File: src/rtl/adc_defs.sv
// Shared definitions for the serial ADC read path: FSM encoding and default frame geometry.
package adc_defs;

  typedef enum logic [1:0] {
    StIdle    = 2'd0,
    StCsSetup = 2'd1,
    StShift   = 2'd2,
    StQuiet   = 2'd3
  } adc_state_e;

  localparam int unsigned DefClkDiv    = 4;
  localparam int unsigned DefFrameBits = 16;
  localparam int unsigned DefDataBits  = 12;

endpackage

File: src/rtl/adc_sclk_gen.sv
// sclk generator for the ADC read master: half-period counter, sclk flop and phase strobes.
module adc_sclk_gen
  import adc_defs::*;
#(
  parameter int unsigned ClkDiv = DefClkDiv
) (
  input  logic clk_i,
  input  logic rst_i,
  input  logic en_i,        // currently shifting
  input  logic run_i,       // shifting on the next cycle
  output logic sclk_o,
  output logic sample_en_o,
  output logic bit_done_o
);

  localparam int unsigned CntW = (ClkDiv > 1) ? $clog2(ClkDiv) : 1;
  localparam logic [CntW-1:0] CntMax = CntW'(ClkDiv - 1);

  logic [CntW-1:0] cnt_q, cnt_d;
  logic            sclk_q, sclk_d;
  logic            wrap;

  assign wrap        = en_i && (cnt_q == CntMax);
  assign sample_en_o = wrap && !sclk_q;
  assign bit_done_o  = wrap && sclk_q;
  assign sclk_o      = sclk_q;

  // Entering the shift phase drops sclk straight away; leaving it parks sclk high.
  always_comb begin
    cnt_d  = cnt_q;
    sclk_d = sclk_q;
    if (!run_i) begin
      cnt_d  = '0;
      sclk_d = 1'b1;
    end else if (!en_i) begin
      cnt_d  = '0;
      sclk_d = 1'b0;
    end else if (wrap) begin
      cnt_d  = '0;
      sclk_d = ~sclk_q;
    end else begin
      cnt_d  = cnt_q + 1'b1;
    end
  end

  always_ff @(posedge clk_i) begin
    if (rst_i) begin
      cnt_q  <= '0;
      sclk_q <= 1'b1;
    end else begin
      cnt_q  <= cnt_d;
      sclk_q <= sclk_d;
    end
  end

endmodule

File: src/rtl/adc_spi_reader.sv
// SPI read master: one ADC frame per rising edge of start_i, low result bits presented with a strobe.
module adc_spi_reader
  import adc_defs::*;
#(
  parameter int unsigned CLK_DIV    = DefClkDiv,
  parameter int unsigned FRAME_BITS = DefFrameBits,
  parameter int unsigned DATA_BITS  = DefDataBits
) (
  input  logic                 clk_i,
  input  logic                 rst_i,
  input  logic                 start_i,
  input  logic                 sdata_i,
  output logic                 cs_n_o,
  output logic                 sclk_o,
  output logic                 busy_o,
  output logic [DATA_BITS-1:0] data_o,
  output logic                 data_valid_o
);

  localparam int unsigned CntW = (CLK_DIV > 1) ? $clog2(CLK_DIV) : 1;
  localparam int unsigned BitW = $clog2(FRAME_BITS + 1);
  localparam logic [CntW-1:0] CntMax  = CntW'(CLK_DIV - 1);
  localparam logic [BitW-1:0] LastBit = BitW'(FRAME_BITS - 1);

  adc_state_e            state_q, state_d;
  logic                  start_q;
  logic [CntW-1:0]       wait_q, wait_d;
  logic [BitW-1:0]       bit_q, bit_d;
  logic [FRAME_BITS-1:0] shift_q, shift_d;
  logic [DATA_BITS-1:0]  data_q, data_d;
  logic                  dv_q, dv_d;
  logic                  cs_n_q, cs_n_d;
  logic                  busy_q, busy_d;
  logic                  start_edge;
  logic                  sample_en, bit_done;

  assign start_edge = start_i & ~start_q;

  adc_sclk_gen #(
    .ClkDiv(CLK_DIV)
  ) u_sclk_gen (
    .clk_i      (clk_i),
    .rst_i      (rst_i),
    .en_i       (state_q == StShift),
    .run_i      (state_d == StShift),
    .sclk_o     (sclk_o),
    .sample_en_o(sample_en),
    .bit_done_o (bit_done)
  );

  always_comb begin
    state_d = state_q;
    wait_d  = '0;
    bit_d   = bit_q;
    shift_d = shift_q;
    data_d  = data_q;
    dv_d    = 1'b0;
    case (state_q)
      StIdle: begin
        bit_d = '0;
        if (start_edge) state_d = StCsSetup;
      end
      StCsSetup: begin
        if (wait_q == CntMax) state_d = StShift;
        else                  wait_d  = wait_q + 1'b1;
      end
      StShift: begin
        if (sample_en) begin
          shift_d    = shift_q << 1;
          shift_d[0] = sdata_i;
        end
        // The last sample lands half a bit before the final bit_done, so shift_q is complete here.
        if (bit_done) begin
          bit_d = bit_q + 1'b1;
          if (bit_q == LastBit) begin
            state_d = StQuiet;
            data_d  = shift_q[DATA_BITS-1:0];
            dv_d    = 1'b1;
          end
        end
      end
      StQuiet: begin
        if (wait_q == CntMax) state_d = StIdle;
        else                  wait_d  = wait_q + 1'b1;
      end
      default: state_d = StIdle;
    endcase
    cs_n_d = !((state_d == StCsSetup) || (state_d == StShift));
    busy_d = (state_d != StIdle);
  end

  always_ff @(posedge clk_i) begin
    if (rst_i) begin
      state_q <= StIdle;
      start_q <= 1'b0;
      wait_q  <= '0;
      bit_q   <= '0;
      shift_q <= '0;
      data_q  <= '0;
      dv_q    <= 1'b0;
      cs_n_q  <= 1'b1;
      busy_q  <= 1'b0;
    end else begin
      state_q <= state_d;
      start_q <= start_i;
      wait_q  <= wait_d;
      bit_q   <= bit_d;
      shift_q <= shift_d;
      data_q  <= data_d;
      dv_q    <= dv_d;
      cs_n_q  <= cs_n_d;
      busy_q  <= busy_d;
    end
  end

  assign cs_n_o       = cs_n_q;
  assign busy_o       = busy_q;
  assign data_o       = data_q;
  assign data_valid_o = dv_q;

endmodule
File: config.mk
export PLATFORM = sky130hd
export DESIGN_NAME = adc_spi_reader
export DESIGN_NICKNAME = d
export VERILOG_FILES = /design/src/rtl/adc_defs.sv /design/src/rtl/adc_sclk_gen.sv /design/src/rtl/adc_spi_reader.sv
export SDC_FILE = /design/constraint.sdc
export NUM_CORES = 1
export LEC_CHECK = 0
export ABC_AREA = 1
export CORE_AREA = 2 2 83 65
export DETAILED_ROUTE_END_ITERATION = 10
export DIE_AREA = 0 0 85 67
export PLACE_DENSITY = 0.53
export SLEW_MARGIN = 20
export SYNTH_ARGS = -nofsm -noshare
export SYNTH_HDL_FRONTEND = slang
export SYNTH_SLANG_ARGS = --single-unit
File: constraint.sdc
create_clock -name clk_i -period 2 [get_ports clk_i]
set_input_delay 0.2 -clock clk_i [delete_from_list [all_inputs] [get_ports clk_i]]
set_output_delay 0.2 -clock clk_i [all_outputs]
set_load 0.005 [all_outputs]
Yosys cells after proc, flatten, opt, wreduce, memory -nomap -nowiden
Cells that the tools add are included.
{ "totals": {"regBits": 40, "in_bits": 4, "elab_cells": 59} }
{ "op_classes": {"add_sub_neg": 3, "n_eq_ne": 10, "mux": 11, "n_bitwise": 7, "reduce_logical": 17} }
{ "op_table": {"columns": ["op", "count"], "rows": [
  ["$eq A2 B2 Y1 const B", 5],
  ["$mux W2", 5],
  ["$pmux W5 S2", 1],
  ["$pmux W2 S4", 1],
  ["$not A1 Y1", 6],
  ["$reduce_or A3 Y1", 2],
  ["$add A5 B1 Y5 const B", 1],
  ["$eq A5 B4 Y1 const B", 1],
  ["$mux W5", 1],
  ["$add A2 B1 Y2 const B", 2],
  ["$eq A2 B1 Y1 const B", 2],
  ["$ne A2 B2 Y1 const B", 2],
  ["$reduce_and A2 Y1", 2],
  ["$reduce_bool A2 Y1", 2],
  ["$reduce_or A2 Y1", 2],
  ["$reduce_or A4 Y1", 1],
  ["$logic_and A1 B1 Y1", 3],
  ["$mux W1", 3],
  ["$reduce_and A3 Y1", 1],
  ["$logic_not A1 Y1", 2],
  ["$logic_not A2 Y1", 1],
  ["$and A1 B1 Y1", 1],
  ["$logic_or A1 B1 Y1", 1]
]} }

Depth between registers and ports, before layout
{ "depth": {"word_depth": 8, "mapped_depth": 12} }

Modules after synthesis
A second synthesis with hierarchy kept.
{ "hier_totals": {"hier_cells": 225, "area_unflattened_um2": 1680.4} }
{ "by_module_without_submodules": {"columns": ["module", "n_inst", "cells_per_inst", "area_per_inst_um2", "seq_area_each_um2"], "rows": [
  ["adc_spi_reader", 1, 206, 1544.0, 740.7],
  ["adc_sclk_gen", 1, 19, 136.4, 60.1]
]} }

Worst setup path after synthesis
Ideal clock, no wire load.
{ "synth_timing": {"path_type": "reg-to-reg", "startpoint": "register bit_q[0]", "endpoint": "register u_sclk_gen.sclk_q (netlist: u_sclk_gen.sclk_o)", "setup_time_ns": 0.118, "arrival_ns": 1.663, "t_required_ns": 1.882, "path_slack_ns": 0.219, "stages_incl_launch_ff": 13, "n_path_buf": 1, "period_less_slack_ns": 1.781, "path_cell_list": "dfxtp_1 ha_1 nand2_1 nor2_1 ha_1 inv_1 nor2_8 buf_8 nor2_2 ha_1 nand2_1 a31oi_1 nand2_1"} }
{ "synth_between": {"elab_chain_len": 7} }
{ "synth_lines": {"columns": ["element", "line_no", "rtl"], "rows": [
  ["start: declaration", "adc_spi_reader.sv:28", "logic [BitW-1:0] bit_q, bit_d;"],
  ["start signal: assignment", "adc_spi_reader.sv:107", "bit_q <= bit_d;"],
  ["$eq A5 B4 Y1", "adc_spi_reader.sv:75", "if (bit_q == LastBit) begin"],
  ["$mux W2", "adc_spi_reader.sv:75", null],
  ["$mux W2", "adc_spi_reader.sv:73", "if (bit_done) begin"],
  ["$pmux W2 S4", "adc_spi_reader.sv:58", "case (state_q)"],
  ["$eq A2 B2 Y1", "adc_spi_reader.sv:45", ".run_i (state_d == StShift),"],
  ["$not A1 Y1 (no source line)", null, null],
  ["$reduce_or A2 Y1 (no source line)", null, null],
  ["end signal: assignment", "adc_sclk_gen.sv:52", "sclk_q <= sclk_d;"],
  ["end: declaration", "adc_sclk_gen.sv:20", "logic sclk_q, sclk_d;"]
]} }
No other way between the ends.
A chain may end at the register's enable or synchronous reset.

Worst setup path in the final report
Same ends and word-level chain as after synthesis.

==> summary.txt <==
STA
  – Portion of the clock cycle consumed by the worst path in the final layout: 0.901
  – Final TNS setup: 0 ns
  – Relative slew slack: 0.690
  – Setup Viol. Count Final: 0
  – Maximum operating frequency: 0.555 GHz
  – Min Hold Slack: 0.430 ns
  – Final hold violation count: 0
  – Number of slew-limit violations in the final report: 0
  – Worst-margin pin slew: 0.464 ns
  – Unrepaired setup endpoints after global routing: false
  – Min Tclk post-route: 1.80 ns
  – Max Clock Skew: 0.00607 ns

Layout
  – NumNets Final: 231
  – Layout overhead on the synthesized area: 20.4%
  – Fraction of layout cells with a size suffix above 1: 0.0995
  – Antenna diodes: 0
  – Fill cell total of the finished layout: 491

Die
  – Area inside the core boundary: 0.00482 mm²
  – Die extent in x: 85 µm
  – Die area: 0.00570 mm²
  – Total number of placement rows: 22
  – Num ports: 20
  – Initial core utilization: 0.332
  – Vertical die dimension: 67 µm

Detailed routing
  – Remaining antenna violation count after routing: 0
  – Number of DRC violations after detailed-routing iteration 0: 75
  – First drt pass iteration count: 4
  – Total detailed-routing wirelength: 2840 µm
  – Detailed-route via count: 1230
  – Top layer in use: met4
  – DR vias/cell: 4.38
  – Met2 routed wirelength: 1120 µm
  – DRC: 0
  – Routed length on met1: 1570 µm
  – Mean routed wirelength per cell: 10.1 µm
  – WL met3: 96 µm

Power
  – Highest ir drop seen on vdd: 0.375 mV
  – Power density relative to cell area: 715 mW/mm²
  – Leakage power total: 0.767 nW

Clock network
  – Max H-tree Level: 2
  – CTS Root Buffer Type: clkbuf_8
  – Clock edge transition at the registers on the reported setup and hold paths: 0.08 ns
  – CTS tree: yes
  – Post-cts gate resize count: 0
  – Total clock sinks: 40
  – Cts bufs inserted: 5
  – Clock Latency Late Sink: 0.29 ns
  – Post-CTS setup buffers: 0
  – Clk buf depth: 2
  – Hold buffer count at cts: 0

Synthesis
  – Cell count after synthesis: 199
  – Fraction of the yosys area taken by sequential cells: 0.500
  – Average cell area after synthesis: 8.05 µm²
  – Post-Synthesis Cell Area: 0.00160 mm²
  – Flop and latch count out of synthesis: 40
  – Number of distinct library cell variants in the gate-level netlist after synthesis: 23
  – Number of warnings issued by yosys: 0
  – Synthesized Nets: 209

Critical path
  – CP startpoint kind: register
  – Crit path DAT: 1.97 ns
  – Series of cell instances along the critical path: ha_1 > nand2_1 > nor2_1 > ha_1 > inv_1 > nor2_8 > nor2_2 > ha_1 > nand2_1 > a31oi_1 > nand2_1
  – Top fanout value on the critical path: 13
  – Worst path slowest cell: dfxtp_1
  – Critical path start-end classification: reg2reg
  – Count of buffering cells on the critical path with inverters included: 1
  – Crit path largest cell delay: 0.32 ns
  – Crit. End Element: register
  – CP Data Required Time: 2.17 ns
  – Count of cell instances traversed by the critical path: 11
  – Category of cells accounting for the largest share of critical-path delay: adder cells
  – R2R depth: 11

Worst hold path
  – Cell count of the worst hold path: 1
  – Hold/Removal Path Class: reg2reg

Job
  – Max-cap viol count: 0

GRT
  – Global-route wire length before repair: 5010 µm
  – GRT Residual Overflow: 0
  – GR Util All Layers: 0.114
  – Antenna violations before repair: 0
  – Pin count of the biggest net entering global routing: 26
  – Via count of the first global-routing pass: 1115

Place
  – Weighted congestion at the end of routability-driven global placement: 0.797
  – Detailed-placement wirelength estimate: 1960 µm
  – Port-buffer cells: 19

Outcome
  – Result of the run: completed
## cell type report
| class | instances | area [µm²] | area share |
|---|---|---|---|
| Multi-Input combinational cell | 127 | 656 | 0.340 |
| Clock inverter | 1 | 5.00 | 0.00260 |
| Inverter | 25 | 93.8 | 0.0487 |
| Tap cell | 60 | 75.1 | 0.0389 |
| Timing Repair Buffer | 22 | 225 | 0.117 |
| Sequential cell | 40 | 801 | 0.415 |
| Clock buffer | 6 | 72.6 | 0.0376 |
## cell usage after synthesis (all sizes together)
cell type / count / area, µm²
nand3: 4 / 25.0
ha: 6 / 75.1
buf: 4 / 40.0
nand4: 1 / 21.3
a21oi: 17 / 85.1
o21ai: 14 / 70.1
nor3b: 2 / 15.0
inv: 25 / 93.8
nor3: 3 / 15.0
dfxtp: 40 / 801
or2: 2 / 12.5
nor2: 40 / 189
nand2: 36 / 135
a31oi: 2 / 12.5
clkbuf: 3 / 11.3
## stage by stage
step / instance area (µm²) / instances / worst slack (ns) / total power (W) / util
floorplan: 1600 / 199 / 0.219 / 0.000869 / -
global placement: 1850 / 274 / 0.213 / 0.000899 / 0.384
detailed placement: 1850 / 274 / 0.202 / 0.000899 / 0.384
CTS: 1930 / 281 / 0.196 / 0.00140 / 0.400
global route: 1930 / 281 / 0.0323 / 0.00144 / 0.400
finish: 1930 / 281 / 0.197 / 0.00138 / 0.400
## worst register-to-register path: cells and delay by family (launching register included)
kind / cells / cell delay, ns
compound gates: 1 / 0.18
fa+ha+maj: 3 / 0.53
buf+inv: 1 / 0.15
flops: 1 / 0.32
simple gates: 6 / 0.51
## routing by layer
metal	global-route usage	up-vias
met5	0	-
met4	0.0536	0
met1	0.160	533
met3	0.0335	4
met2	0.158	23
li1	-	670
## state kept, by name, summed over array words and instances (netlist names)
name               cells
cs_n_o                 1
state_q                2
shift_q               12
wait_q                 2
start_q                1
busy_o                 1
data_o                12
data_valid_o           1
bit_q                  5
u_sclk_gen.cnt_q       2
u_sclk_gen.sclk_o      1
## cell usage in the layout (no fill, tap or decap)
cell,Yosys,layout
dfxtp_1,40,40
nand3_1,3,3
nor2_1,32,32
o21ai_1,7,7
a21oi_1,17,17
o21ai_0,7,7
clkdlybuf4s50_1,0,19
nand2_1,36,36
nor3_1,3,3
nor2_4,1,1
or2_0,1,1
a31oi_1,2,2
clkbuf_1,3,1
clkinv_2,0,1
nor3b_1,2,2
nand4_4,1,1
buf_4,0,2
buf_12,0,1
inv_1,23,23
inv_2,2,2
nand3_2,1,1
clkbuf_8,0,5
nor2_2,6,6
ha_1,6,6
or2_2,1,1
nor2_8,1,1
## power breakdown
group | leakage [nW] | switching [W] | total, W | internal, W
Sequential | 0.323 | 0.00000501 | 0.000809 | 0.000804
Combinational | 0.403 | 0.0000388 | 0.0000706 | 0.0000318
Clock | 0.0410 | 0.000262 | 0.000499 | 0.000237
Total | 0.767 | 0.000305 | 0.00138 | 0.00107
## final timing paths
check	start	endpoint	slack, ns
hold / removal	u_sclk_gen.cnt_q[0]$_SDFF_PP0_	u_sclk_gen.cnt_q[0]$_SDFF_PP0_	0.43
hold reg to reg	u_sclk_gen.cnt_q[0]$_SDFF_PP0_	u_sclk_gen.cnt_q[0]$_SDFF_PP0_	0.43
setup reg to reg	bit_q[0]$_SDFFE_PP0P_	u_sclk_gen.sclk_o$_SDFFE_PP1P_	0.20
setup / recovery	bit_q[0]$_SDFFE_PP0P_	u_sclk_gen.sclk_o$_SDFFE_PP1P_	0.20
## kinds of logic after synthesis
| logic type | synth area share |
|---|---|
| simple gates | 0.258 |
| flops | 0.500 |
| buf+inv | 0.0906 |
| fa+ha+maj | 0.0469 |
| compound gates | 0.105 |
(Power assumes the default switching activity.)
